File: src/rtl/sevenseg_scanner.sv
// Time-multiplexed seven-segment scanner with per-frame shadow latching.
// Optional PWM dimming is compiled in with `define SEVENSEG_DIM_EN.
module sevenseg_scanner #(
   parameter int CLK_DIV      = 50000,
   parameter int BLANK_CYCLES = 500,
   parameter int NUM_DIGITS   = 8
) (
   input  logic        i_clk,
   input  logic        i_reset,
   input  logic [55:0] i_segments,
   input  logic [7:0]  i_digit_mask,
   input  logic [3:0]  i_brightness,
   output logic [6:0]  o_seg,
   output logic [7:0]  o_an,
   output logic        o_frame_start
);

   localparam int CW = (CLK_DIV > 1) ? $clog2(CLK_DIV) : 1;
   localparam logic [CW-1:0] CNT_LAST  = CW'(CLK_DIV - 1);
   localparam logic [CW-1:0] BLANK_END = CW'(BLANK_CYCLES);
   localparam logic [2:0]    DIG_LAST  = 3'(NUM_DIGITS - 1);

   typedef enum logic {PH_BLANK, PH_ON} phase_t;

   logic [CW-1:0] cnt, cnt_next;
   logic [2:0]    dig, dig_next;
   logic [55:0]   sh_seg, seg_src;
   logic [7:0]    sh_mask, mask_src;
   logic          load, gate, frame_next;
   logic [7:0]    an_next;
   logic [6:0]    seg_next;
   phase_t        phase;

`ifdef SEVENSEG_DIM_EN
   logic [3:0]    sh_bri, bri_src;
   logic [CW+3:0] cnt_wide;
`else
   logic          unused_bri;
   assign unused_bri = ^i_brightness;
`endif

   always_comb begin
      load       = (cnt == '0) && (dig == '0);
      phase      = (cnt < BLANK_END) ? PH_BLANK : PH_ON;
      cnt_next   = cnt + 1'b1;
      dig_next   = dig;
      if (cnt == CNT_LAST) begin
         cnt_next = '0;
         dig_next = (dig == DIG_LAST) ? '0 : dig + 3'd1;
      end
      // Outputs for the load cycle use the incoming values so digit 0 shows fresh data.
      seg_src    = load ? i_segments   : sh_seg;
      mask_src   = load ? i_digit_mask : sh_mask;
`ifdef SEVENSEG_DIM_EN
      bri_src    = load ? i_brightness : sh_bri;
      cnt_wide   = {4'b0000, cnt};
      gate       = (cnt_wide[3:0] <= bri_src);
`else
      gate       = 1'b1;
`endif
      an_next    = '1;
      if (phase == PH_ON && mask_src[dig] && gate)
         an_next[dig] = 1'b0;
      seg_next   = '1;
      for (int unsigned n = 0; n < 8; n++)
         if (dig == 3'(n))
            seg_next = seg_src[7*n +: 7];
      frame_next = (cnt == CW'(1)) && (dig == '0);
   end

   always_ff @(posedge i_clk or posedge i_reset) begin
      if (i_reset) begin
         cnt           <= '0;
         dig           <= '0;
         sh_seg        <= '0;
         sh_mask       <= '0;
`ifdef SEVENSEG_DIM_EN
         sh_bri        <= '0;
`endif
         o_an          <= '1;
         o_seg         <= '1;
         o_frame_start <= 1'b0;
      end else begin
         cnt           <= cnt_next;
         dig           <= dig_next;
         if (load) begin
            sh_seg  <= i_segments;
            sh_mask <= i_digit_mask;
`ifdef SEVENSEG_DIM_EN
            sh_bri  <= i_brightness;
`endif
         end
         o_an          <= an_next;
         o_seg         <= seg_next;
         o_frame_start <= frame_next;
      end
   end

endmodule
File: config.mk
export PLATFORM = sky130hd
export DESIGN_NAME = sevenseg_scanner
export DESIGN_NICKNAME = d
export VERILOG_FILES = /design/src/rtl/sevenseg_scanner.sv
export SDC_FILE = /design/constraint.sdc
export NUM_CORES = 1
export LEC_CHECK = 0
export CAP_MARGIN = 20
export CORE_MARGIN = 8
export CORE_UTILIZATION = 32
export CTS_BUF_LIST = sky130_fd_sc_hd__clkbuf_16
export CTS_CLUSTER_DIAMETER = 200
export CTS_CLUSTER_SIZE = 24
export DETAILED_ROUTE_END_ITERATION = 10
export HOLD_SLACK_MARGIN = 0.1
export SETUP_SLACK_MARGIN = 0.5
export SLEW_MARGIN = 20
export SYNTH_ARGS = -nofsm -noshare
export SYNTH_HDL_FRONTEND = slang
export SYNTH_SLANG_ARGS = --single-unit
File: constraint.sdc
create_clock -name i_clk -period 6.03 [get_ports i_clk]
set_input_delay 1.5075 -clock i_clk [delete_from_list [all_inputs] [get_ports i_clk]]
set_output_delay 1.5075 -clock i_clk [all_outputs]
set_load 0.05 [all_outputs]
=== Word-level counts from Yosys, hierarchy flattened ===
Index checks and enable logic that the tools add are counted.

* Register bits after elaboration: 99
* Bits of input ports: 70
* Output and inout bits: 16
* Word-level logic and storage cells: 46

* Add/subtract/negate cells: 2
* Order comparisons: 3
* Equality and inequality tests: 9
* Multiplexer cells: 18
* Bitwise operators: 1
* Reduce and logical (&&, ||, !) cells: 6

{| class="wikitable"
|+ Operators by type and width
! kind !! count
|-
| two-way mux 56 bit || 1
|-
| two-way mux 7 bit || 8
|-
| adder 16 x 1 -> 16 bit (second input constant) || 1
|-
| == test 16 x 1 -> 1 bit (second input constant) || 1
|-
| == test 16 bit (second input constant) || 1
|-
| zero test 16 bit || 1
|-
| < comparator 16 x 9 -> 1 bit (second input constant) || 1
|-
| two-way mux 16 bit || 1
|-
| two-way mux 8 bit || 2
|-
| == test 3 bit (second input constant) || 4
|-
| inverter 8 bit || 1
|-
| == test 3 x 2 -> 1 bit (second input constant) || 2
|-
| logical AND 1 bit || 4
|-
| < comparator 3 x 4 -> 1 bit (second input constant) || 1
|-
| adder 3 x 1 -> 3 bit (second input constant) || 1
|-
| binary-select mux 1 bit (select 3 bit) || 1
|-
| demux 1 bit (select 3 bit) || 1
|-
| == test 3 x 1 -> 1 bit (second input constant) || 1
|-
| greater-or-equal comparator 3 x 1 -> 1 bit (second input constant) || 1
|-
| zero test 3 bit || 1
|-
| two-way mux 1 bit || 3
|-
| two-way mux 3 bit || 1
|}

=== Logic depth before layout (Yosys ltp) ===
Gate-level depths: netlist of run 1.

* Word-level depth: 11
* Mapped depth: 13
* Gate-level depth less buffers: 9

=== Worst setup path after synthesis of run 1 ===
Ideal clock, no wire load.

* Path kind: input to register
* From: in i_segments[5]
* To: reg o_seg[5]
* Arrival: 2.443 ns
* Required time: 5.940 ns
* Setup slack: 3.496 ns
* Stages on the path: 5
* Path buffers: 0
* Cell sequence: or3_1 o2111ai_1 a21oi_1 a2111oi_0 o21ai_0

* Longest elaborated chain between the ends: 9

{| class="wikitable"
|+ Ends and longest elaborated chain
! item !! RTL line !! text
|-
| start, declared || 10 || <nowiki>input logic [55:0] i_segments,</nowiki>
|-
| two-way mux 56 bit || n/a ||
|-
| two-way mux 7 bit (8 in series) || 66 || <nowiki>if (dig == 3'(n))</nowiki>
|-
| via seg_next[5] || 31 || <nowiki>logic [6:0] seg_next;</nowiki>
|-
| end signal, assigned || 94 || <nowiki>o_seg <= seg_next;</nowiki>
|-
| end, declared || 13 || <nowiki>output logic [6:0] o_seg,</nowiki>
|}

The timed path passes the listed nets, and every way through them passes these cells.
A chain may end at the register's enable or synchronous reset.

=== Worst setup path after layout of run 1 ===
* From: reg dig[0]
* To: reg o_seg[5]

* Elaborated cells between the ends (all ways): 18

{| class="wikitable"
|+ RTL lines
! item !! RTL line !! text
|-
| start, declared || 26 || <nowiki>logic [2:0] dig, dig_next;</nowiki>
|-
| start signal, assigned || 85 || <nowiki>dig <= dig_next;</nowiki>
|-
| zero test 3 bit || 43 || <nowiki>load = (cnt == '0) && (dig == '0);</nowiki>
|-
| logical AND 1 bit || 43 ||
|-
| two-way mux 56 bit || n/a ||
|-
| via seg_src[26] || 27 || <nowiki>logic [55:0] sh_seg, seg_src;</nowiki>
|-
| two-way mux 7 bit (5 in series) || 66 ||
|-
| via seg_next[5] || 31 ||
|}

The timed path passes the listed nets, and every way through them passes these cells.

==> out/metrics.cfg, run 1 <==
[floorplan]
die_x_um=134.9
dieArea_um2=18210
io_pins=86
rows=43
coreArea_um2=13830
dieHeight_um=134.9
start_util_pct=32.74

[logic_synthesis]
synthArstFlopShare_pct=100.0
synth_enable_flop_cells=0
ys.warnings.count=0
synth_largest_area_cell=dfrtp_1
syn_area_um2=4527
avgSynthCellArea_um2=9.798
synthMuxAreaShare_pct=5.169
ys.flop_type=dfrtp_1
synthXorXnorAreaFrac_pct=2.709
synth_top_family_by_area=simple AND/OR/NAND/NOR gates
synth.yosys.seq_area_share_pct=55.14
syn_nets=541
synthAdderAreaFrac_pct=2.488
synth_seq_cells=99
synth_area_leaders=dfrtp_1 46%, nand2_1 11%, dfstp_2 8.7%, mux2_2 2.7%, ha_1 2.5%
synth_compound_area_share_pct=9.204
ys_types=49
yosys.area_share.simple_pct=21.37
synth_top_cell_area_share_pct=46.43
netlist_instances=462

[setup_path]
r2r_cells=9
cp-start-kind=register
end_kind=register
crit_path_top_delay_cell=and4_2
cp_data_arrival_time_ns=3.99
cp_max_fo=41
required_ns=6.28
path_class=register to register
max_stage_delay_ns=0.91
cp_cell_sequence=inv_1 > ha_1 > nand2b_1 > nor4_1 > and4_2 > mux2_2 > a32o_1 > a2111oi_0 > o21ai_0

[global_route]
grt_max_degree=58
overflow=0
grt_pass1_vias=3747
grt_pass1_wl_mm=18.62
grt_antenna_before_repair=0
grt_use_total_pct=12.80

[routing]
viasPerCell=4.798
drtAntennaViolNets=0
first_pass_iters=4
drc=0
wire_per_inst_um=15.62
routed_wl_mm=11.31
vias=3474
detail_route.iter0.violations=248

[cts]
cts-resized-gates=0
cts_buffers=9
root_buffer=clkbuf_16
cts_buffer_depth=2
post_cts_buffers=0
clk_latency_ns=0.34
hold_buffers=0
cts_tree=done
cts-htree-levels=3
clk_pin_slew_worst_paths_ns=0.07
clock-sinks=99

[layout]
num_antenna_cells=0
fin_nets=618
final_layout_size_suffix_gt1_share_pct=9.743
syn_to_final_growth_pct=27.69

[placement]
gp_congestion=0.7907
io_buffers=81
dp_hpwl_mm=8.387

[sta]
period_needed_ns=3.742
setup_viol=0
worstMarginPinSlew_ns=0.9143
drv_slew=0
finalCritPeriodShare_pct=62.06
fmax_ghz=0.2672
relSlewSlack_pct=39.05
setup_tns_ns=0
skew_ns=0.005267
final-hold-violation-count=0
hold_ws_ns=0.4631
rsz0062_at_grt=false

[status]
outcome=finished clean

[worst_hold_path]
holdPathStages=2
min_path_type=register to register

[pwr]
leakagePower_nw=2.560
powerDensity_nw_per_um2=234.9
ir_drop_mv=0.1127

[flow_run]
cap_violations=0

## area by class of cell
class                   instances  area [um^2]
flip-flops and latches         99         2496
well taps                     180        225.2
clock buffers                   9        225.2
inverters                      20        77.57
multi-input cells             324         1854
fillers                      1314         8046
clock inverters                 7        61.31
repair buffers                 85        840.8
## worst max-delay path, delay by kind of cell, from the launching register on
kind	cells	cell delay, ns
compound gates	3	0.92
fa+ha+maj	1	0.28
buf+inv	1	0.24
flops	1	0.45
mux	1	0.43
simple gates	3	1.32
## state kept, by name, summed over array words and instances, names as in the netlist
name,cells
cnt,16
dig,3
o_an,8
o_frame_start,1
o_seg,7
sh_mask,8
sh_seg,56
## stage by stage
stage,std cells,utilization [%],total power [mW],instance area (um^2),setup WS (ns)
4_1_cts,724,41.81,1.374,5781,2.280
6_report,724,41.81,1.358,5781,2.288
5_1_grt,724,41.81,1.415,5781,1.932
3_3_place_gp,708,39.73,0.8136,5494,2.428
3_5_place_dp,708,39.73,0.8162,5494,2.307
2_1_floorplan,462,-,0.7531,4527,1.957
## synth_stat cells, drive strengths merged (2+ instances only)
| master | number |
|---|---|
| nand2 | 138 |
| dfrtp | 84 |
| inv | 20 |
| nor2 | 20 |
| o21ai | 20 |
| nand3 | 16 |
| dfstp | 15 |
| clkbuf | 11 |
| mux2 | 11 |
| mux2i | 11 |
| ha | 9 |
| xor2 | 9 |
| a21oi | 8 |
| buf | 8 |
| nand4 | 8 |
| and3 | 7 |
| nor3 | 7 |
| a221oi | 6 |
| a22oi | 6 |
| nor4 | 6 |
| xnor2 | 5 |
| a21o | 3 |
| a31o | 3 |
| a32o | 3 |
| and2 | 3 |
| nand2b | 3 |
| a2111oi | 2 |
| a31oi | 2 |
| nor2b | 2 |
| or2 | 2 |
| or4b | 2 |
## final timing paths
path                                 startpoint              endpoint  slack (ns)
hold reg to reg            sh_seg[14]$_DFF_PP0_  sh_seg[14]$_DFF_PP0_        0.46
setup reg to reg             dig[0]$_DFFE_PP0N_    o_seg[5]$_DFF_PP1_        2.29
max in group asynchronous               i_reset     o_an[1]$_DFF_PP1_        3.37
min in group asynchronous               i_reset  sh_seg[22]$_DFF_PP0_        1.64
setup / recovery             dig[0]$_DFFE_PP0N_    o_seg[5]$_DFF_PP1_        2.29
hold / removal             sh_seg[14]$_DFF_PP0_  sh_seg[14]$_DFF_PP0_        0.46
## layout by cell type, fill, tap and decap left out, types with 3 or more instances in the layout
cell type | netlist | layout
a21o_1 | 3 | 3
a21oi_1 | 8 | 8
a221oi_1 | 5 | 5
a22oi_1 | 6 | 6
a31o_2 | 3 | 3
a32o_1 | 3 | 3
and2_1 | 3 | 3
and3_1 | 7 | 7
buf_4 | 1 | 4
clkbuf_16 | 0 | 9
clkdlybuf4s50_1 | 0 | 81
dfrtp_1 | 84 | 84
dfstp_2 | 15 | 15
ha_1 | 9 | 9
inv_1 | 20 | 21
mux2_2 | 11 | 11
mux2i_1 | 11 | 11
nand2_1 | 138 | 138
nand2b_1 | 3 | 3
nand3_1 | 16 | 16
nand4_1 | 8 | 8
nor2_1 | 20 | 20
nor3_1 | 7 | 7
nor4_1 | 5 | 5
o21ai_0 | 17 | 17
o21ai_1 | 3 | 3
xnor2_1 | 5 | 5
xor2_1 | 9 | 9
## report_power, final
| part | internal (mW) | switching, mW |
|---|---|---|
| clock | 0.316 | 0.240 |
| combinational | 0.0555 | 0.0500 |
| sequential | 0.690 | 0.00668 |
## metal layers
layer	vias up	share of wire, %	GRT usage, %
li1	1715	-	-
met1	1653	45	16.03
met2	95	48	21.21
met3	11	6.0	3.232
met4	0	1.3	3.886
met5	-	0	0
## cell families (layout without fill, tap and decap cells)
kind of cell | Yosys count | count (layout)
buf+inv | 39 | 121
compound gates | 60 | 60
xor+xnor | 14 | 14
fa+ha+maj | 9 | 9
simple gates | 219 | 219
flops | 99 | 99
mux | 22 | 22
Power figures use the tool's default switching activity.
==> run 2, diff against run 1 <==
clock period = 3.6 ns   (was 6.03 ns; I/O delays follow)
==> run 2 against run 1 <==
  * First-iteration DRC count is 33% lower
  * Maximum frequency is 25% higher
  * Register-to-register slack worse by 1.7 ns
  * Critical path type unchanged
  * Largest power group unchanged
  * Combinational power is 72% higher
  * Design area is 2.1% higher
  * Non-clock buffer count is 13 higher
  * Sequential power is 68% higher
  * Setup slack worse by 1.7 ns
  * Flip-flop and latch count stayed put
  * Via count is 4.0% higher
==> out/metrics.cfg, run 2 (synthesized netlist as in run 1, its figures left out) <==
[status]
outcome=finished clean

[setup_path]
end_kind=register
cp_cell_sequence=inv_1 > ha_1 > nand2b_1 > nor4_2 > and4_4 > buf_4 > mux2_2 > a32o_1 > a221oi_1 > o21ai_0
path_class=register to register
crit_path_top_delay_cell=dfrtp_1
required_ns=3.85  ; -2.43 ns
max_stage_delay_ns=0.44  ; -0.47 ns
cp_data_arrival_time_ns=3.25  ; -0.74 ns
cp_max_fo=9  ; -78%
cp-start-kind=register

[sta]
setup_tns_ns=0  ; unchanged
finalCritPeriodShare_pct=83.27  ; +21 points
period_needed_ns=2.998  ; -0.7442 ns
relSlewSlack_pct=50.84  ; +12 points
setup_viol=0  ; unchanged
worstMarginPinSlew_ns=0.7359  ; -0.1784 ns
fmax_ghz=0.3336  ; +25%
skew_ns=0.005054  ; -0.0002125 ns
hold_ws_ns=0.4608  ; -0.002320 ns
rsz0062_at_grt=false
drv_slew=0  ; unchanged
final-hold-violation-count=0  ; unchanged

[cts]
clk_pin_slew_worst_paths_ns=0.07  ; about the same
cts_buffers=9  ; unchanged
clock-sinks=99  ; unchanged
cts_tree=done
root_buffer=clkbuf_16
cts-htree-levels=3  ; unchanged
cts_buffer_depth=2  ; unchanged
clk_latency_ns=0.34  ; about the same
hold_buffers=0  ; unchanged

[floorplan]
io_pins=86  ; unchanged
coreArea_um2=13830  ; unchanged
start_util_pct=32.74  ; unchanged
dieHeight_um=134.9  ; unchanged
die_x_um=134.9  ; unchanged
rows=43  ; unchanged
dieArea_um2=18210  ; unchanged

[routing]
routed_wl_mm=11.70  ; +3.4%
wire_per_inst_um=15.87  ; +1.6%
detail_route.iter0.violations=165  ; -33%
vias=3613  ; +4.0%
first_pass_iters=4  ; unchanged
viasPerCell=4.902  ; +2.2%
drc=0  ; unchanged
drtAntennaViolNets=0  ; unchanged

[global_route]
grt_max_degree=46  ; -21%
grt_pass1_vias=3834  ; +2.3%
grt_antenna_before_repair=0  ; unchanged
grt_pass1_wl_mm=19.18  ; +3.0%
grt_use_total_pct=13.21  ; +0.42 points
overflow=0  ; unchanged

[placement]
io_buffers=81  ; unchanged
dp_cells=716  ; +1.1%
postPlaceCellArea_um2=5568  ; +1.3%
gp_congestion=0.8673  ; +9.7%
dp_hpwl_mm=8.706  ; +3.8%

[layout]
final_area_um2=5904  ; +2.1%
layout.cells.non_filler=737  ; +1.8%
reg.largest.list=sh_seg (56), cnt (16)
fin_nets=631  ; +2.1%
final_common_cell=nand2_1
layout_common_cells=138 x nand2_1, 84 x dfrtp_1, 81 x clkdlybuf4s50_1
syn_to_final_growth_pct=30.43
largest_reg_flops=56  ; unchanged
final_layout_size_suffix_gt1_share_pct=12.39  ; +2.6 points
top_register=sh_seg
num_antenna_cells=0  ; unchanged
nFillCells=1322  ; +0.61%

[pwr]
switching_share_pct=21.84  ; +0.026 points
p_clk_share_pct=40.8  ; about the same
intPower_mw=1.782  ; +68%
powerDensity_nw_per_um2=386.1  ; +64%
leakagePower_nw=2.632  ; +2.8%
power.switching_mw=0.4978  ; +68%
power_frac_comb_pct=7.9  ; about the same
pwr-share-seq_pct=51.2  ; about the same
ir_drop_mv=0.1945  ; +72%

[worst_hold_path]
min_path_type=register to register

[flow_run]
cap_violations=0  ; unchanged

-- run 2: power groups by stage --
stage               Combinational (mW)  Sequential (mW)  Clock (mW)
floorplan                       0.0619             1.20           0
detailed placement               0.184             1.19           0
finish                           0.181             1.17       0.931
global route                     0.200             1.17        1.00
CTS                              0.185             1.17       0.953
global placement                 0.181             1.19           0
-- run 2: area by class of cell --
| cell class | count | area [um^2] | share of cell area, % |
|---|---|---|---|
| Clock buffer | 9 | 225.2 | 3.814 |
| Multi-Input combinational cell | 324 | 1868 | 31.64 |
| Tap cell | 180 | 225.2 | 3.814 |
| Clock inverter | 7 | 60.06 | 1.017 |
| Inverter | 20 | 78.83 | 1.335 |
| Sequential cell | 99 | 2496 | 42.28 |
| Timing Repair Buffer | 98 | 950.9 | 16.11 |
-- run 2: repair_timing --
item / 4_1_cts / 5_1_grt
endpoints found under the hold margin: 0 / 0
setup buffers: 0 / 5
pin swaps: 0 / 1
gates resized for setup: 1 / 2
setup endpoints to repair: 2 / 6
-- run 2: worst max-delay path, delay by kind of cell, from the launching register on --
family | cells | cell delay (ns)
AOI/OAI and AO/OA | 3 | 0.78
and+or+nand+nor | 3 | 0.77
DFF | 1 | 0.44
muxes | 1 | 0.35
buffers and inverters | 2 | 0.33
adders and majority gates | 1 | 0.24
-- run 2: final timing paths --
kind	depth (start not counted)	startpoint	endpoint	slack [ns]
min in group asynchronous	2	i_reset	sh_seg[10]$_DFF_PP0_	1.04
worst min register to register	2	sh_mask[7]$_DFF_PP0_	sh_mask[7]$_DFF_PP0_	0.46
worst max-delay path	10	dig[1]$_DFFE_PP0N_	o_seg[4]$_DFF_PP1_	0.60
max in group asynchronous	3	i_reset	o_an[3]$_DFF_PP1_	1.84
worst min-delay path	2	sh_mask[7]$_DFF_PP0_	sh_mask[7]$_DFF_PP0_	0.46
worst max register to register	10	dig[1]$_DFFE_PP0N_	o_seg[4]$_DFF_PP1_	0.60
-- run 2: per-stage QoR --
stage,setup slack (ns),total power [mW],utilization [%]
2_1_floorplan,1.067,1.262,-
3_3_place_gp,0.5318,1.367,40.27
3_5_place_dp,0.4626,1.372,40.27
4_1_cts,0.5507,2.305,42.34
5_1_grt,0.4668,2.372,42.70
6_report,0.6022,2.280,42.70
-- run 2: metal layers --
metal	track usage [%]	vias up	routed length, um
li1	-	1748	-
met3	3.195	14	658
met1	16.22	1773	5174
met5	0	-	0
met4	6.354	0	205
met2	21.34	78	5661
==> run 3, diff against run 2 <==
clock period = 2.55 ns   (was 3.6 ns; I/O delays follow)
==> run 3 against run 2 <==
  * Wire length grew 7.1%
  * Register-to-register slack lost 0.45 ns
  * Design area grew 13%
  * Clock power grew 44%
  * Sequential power grew 41%
  * Hold slack is essentially flat
  * Largest cell class unchanged
==> out/metrics.cfg, run 3 (synthesized netlist as in run 1, its figures left out) <==
[setup_path]
worst-r2r-setup-slack_ns=0.15  ; -0.45 ns
r2r_end=o_seg[1]$_DFF_PP1_
cp-start-kind=register
max_stage_delay_ns=0.38  ; -0.06 ns
end_kind=register
critPathMostFrequentCell=buf_4
critical-path-top-delay-family=simple AND/OR/NAND/NOR gates
required_ns=2.82  ; -1.03 ns
crit_path_top_delay_cell=dfrtp_1
r2r_cells=10  ; unchanged
cp_cell_sequence=or2_4 > nor4_4 > and4_4 > buf_8 > buf_4 > mux2i_1 > a221oi_4 > nor4_2 > buf_4 > o21ai_2
r2r-start=cnt[3]$_DFF_PP0_
path_class=register to register
cp_data_arrival_time_ns=2.67  ; -0.58 ns
cp_max_fo=6  ; -3
startpoint=cnt[3]$_DFF_PP0_
worst-path-buf-inv=3  ; +1

[floorplan]
io_pins=86  ; unchanged
start_util_pct=32.74  ; unchanged
die_x_um=134.9  ; unchanged
coreArea_um2=13830  ; unchanged
rows=43  ; unchanged
dieArea_um2=18210  ; unchanged
dieHeight_um=134.9  ; unchanged

[sta]
finalCritPeriodShare_pct=93.95  ; +11 points
drv_slew=0  ; unchanged
relSlewSlack_pct=66.85  ; +16 points
fmax_ghz=0.4174  ; +25%
finalWorstSetupSlack_ns=0.1542  ; -0.4480 ns
rsz0062_at_grt=true
worstMarginPinSlew_ns=0.4935  ; -0.2424 ns
hold_ws_ns=0.4612  ; +0.0004380 ns
setup_viol=0  ; unchanged
period_needed_ns=2.396  ; -0.6020 ns
final-hold-violation-count=0  ; unchanged
skew_ns=0.008501  ; +0.003447 ns

[cts]
clock-sinks=99  ; unchanged
cts_buffer_depth=2  ; unchanged
clk_latency_ns=0.35  ; about the same
cts_tree=done
cts_buffers=9  ; unchanged
cts-htree-levels=3  ; unchanged
clk_pin_slew_worst_paths_ns=0.07  ; about the same
root_buffer=clkbuf_16

[placement]
dp_hpwl_mm=9.175  ; +5.4%
gp_congestion=0.8965  ; +3.4%
pre_cts_ws_ns=-0.1459  ; -0.6086 ns
io_buffers=81  ; unchanged

[worst_hold_path]
worstHoldStart=sh_mask[4]$_DFF_PP0_
hold_end=sh_mask[4]$_DFF_PP0_
min_path_type=register to register
holdPathStages=2  ; unchanged

[pwr]
p_clk_share_pct=40.8  ; about the same
intPower_mw=2.536  ; +42%
totalPowerFinal_mw=3.270  ; +43%
leakagePower_nw=3.054  ; +16%
power_frac_comb_pct=8.7  ; +0.8 points
switching_share_pct=22.44  ; +0.61 points
power.switching_mw=0.7339  ; +47%
pwr-share-seq_pct=50.5  ; -0.7 points
ir_drop_mv=0.2846  ; +46%
powerDensity_nw_per_um2=490.8  ; +27%

[routing]
wire_per_inst_um=15.87  ; about the same
vias=3766  ; +4.2%
first_pass_iters=4  ; unchanged
routed_wl_mm=12.52  ; +7.1%
detail_route.iter0.violations=248  ; +50%
drc=0  ; unchanged
viasPerCell=4.773  ; -2.6%
drtAntennaViolNets=0  ; unchanged

[global_route]
overflow=0  ; unchanged
grt_antenna_before_repair=0  ; unchanged
grt_max_degree=37  ; -20%
grt_pass1_vias=3934  ; +2.6%
grt_use_total_pct=13.97  ; +0.76 points
grt_pass1_wl_mm=20.18  ; +5.3%

[status]
outcome=finished clean

[layout]
final_common_cell=nand2_1
largest_reg_flops=56  ; unchanged
fin_nets=683  ; +8.2%
layout_common_cells=137 x nand2_1, 84 x dfrtp_1, 65 x clkdlybuf4s50_1
syn_to_final_growth_pct=47.18
num_antenna_cells=0  ; unchanged
utilization_pct=48.19  ; +5.5 points
final_layout_size_suffix_gt1_share_pct=24.79  ; +12 points
reg.largest.list=sh_seg (56), cnt (16)
nFillCells=1265  ; -4.3%
top_register=sh_seg

[flow_run]
cap_violations=0  ; unchanged

==> run 3: cell types whose count changed in the layout (fill, tap and decap cells not counted), moves of 5 or more <==
cell             change
mux2_4              +10
a221oi_1             -5
o21ai_0              -5
mux2_2              -10
clkdlybuf4s15_1     +11
clkdlybuf4s50_1     -16
buf_4               +40
==> run 3: final cells by class <==
type	instances	area (um^2)	share of cell area, %
clock buffers	9	225.2	3.380
inverters	20	78.83	1.183
well taps	180	225.2	3.380
clock inverters	7	62.56	0.9390
repair buffers	150	1444	21.67
multi-input cells	324	2131	31.98
flip-flops and latches	99	2496	37.46
==> run 3: power by group through the flow <==
| stage | logic [mW] | clock network (mW) | registers (mW) |
|---|---|---|---|
| 4_1_cts | 0.277 | 1.36 | 1.65 |
| 6_report | 0.284 | 1.34 | 1.65 |
| 3_3_place_gp | 0.268 | 0 | 1.68 |
| 3_5_place_dp | 0.273 | 0 | 1.68 |
| 5_1_grt | 0.312 | 1.43 | 1.65 |
| 2_1_floorplan | 0.0907 | 0 | 1.69 |
==> run 3: worst max path at each step <==
stage	slack (ns)	cells after the start	endpoint
after CTS	0.12	11	o_seg[5]$_DFF_PP1_
after floorplan	0.16	9	o_seg[5]$_DFF_PP1_
after detailed placement	-0.15	8	o_seg[4]$_DFF_PP1_
after global placement	-0.1	8	o_seg[4]$_DFF_PP1_
after global routing	0.05	9	o_seg[5]$_DFF_PP1_
final	0.15	10	o_seg[1]$_DFF_PP1_
==> run 3: what timing repair did <==
item,4_1_cts,5_1_grt
hold buffers,0,0
gates resized for setup,49,44
hold endpoints to repair,0,0
pin swaps,8,16
buffers inserted,9,11
endpoints found under the setup margin,45,28
gates cloned,1,1
==> run 3: through the flow <==
| stage | cells | cell area [um^2] | setup TNS, ns |
|---|---|---|---|
| final | 789 | 6663 | 0 |
| after floorplan | 462 | 4602 | 0 |
| after global placement | 751 | 5899 | -0.2166 |
| after global routing | 789 | 6663 | 0 |
| after CTS | 777 | 6409 | 0 |
| after detailed placement | 751 | 5899 | -0.3760 |
==> run 3: worst register-to-register path, cell delays in order (launching register included) <==
cell and delay, ns:
dfrtp_1 0.38, or2_4 0.27, nor4_4 0.23, and4_4 0.33, buf_8 0.14, buf_4 0.11
mux2i_1 0.37, a221oi_4 0.12, nor4_2 0.17, buf_4 0.16, o21ai_2 0.04
==> run 3: layer usage <==
layer  wire length, um  GRT usage, %
met5                 0             0
met4               252         5.429
met3               648         3.678
met2              6011         22.45
met1              5612         17.55
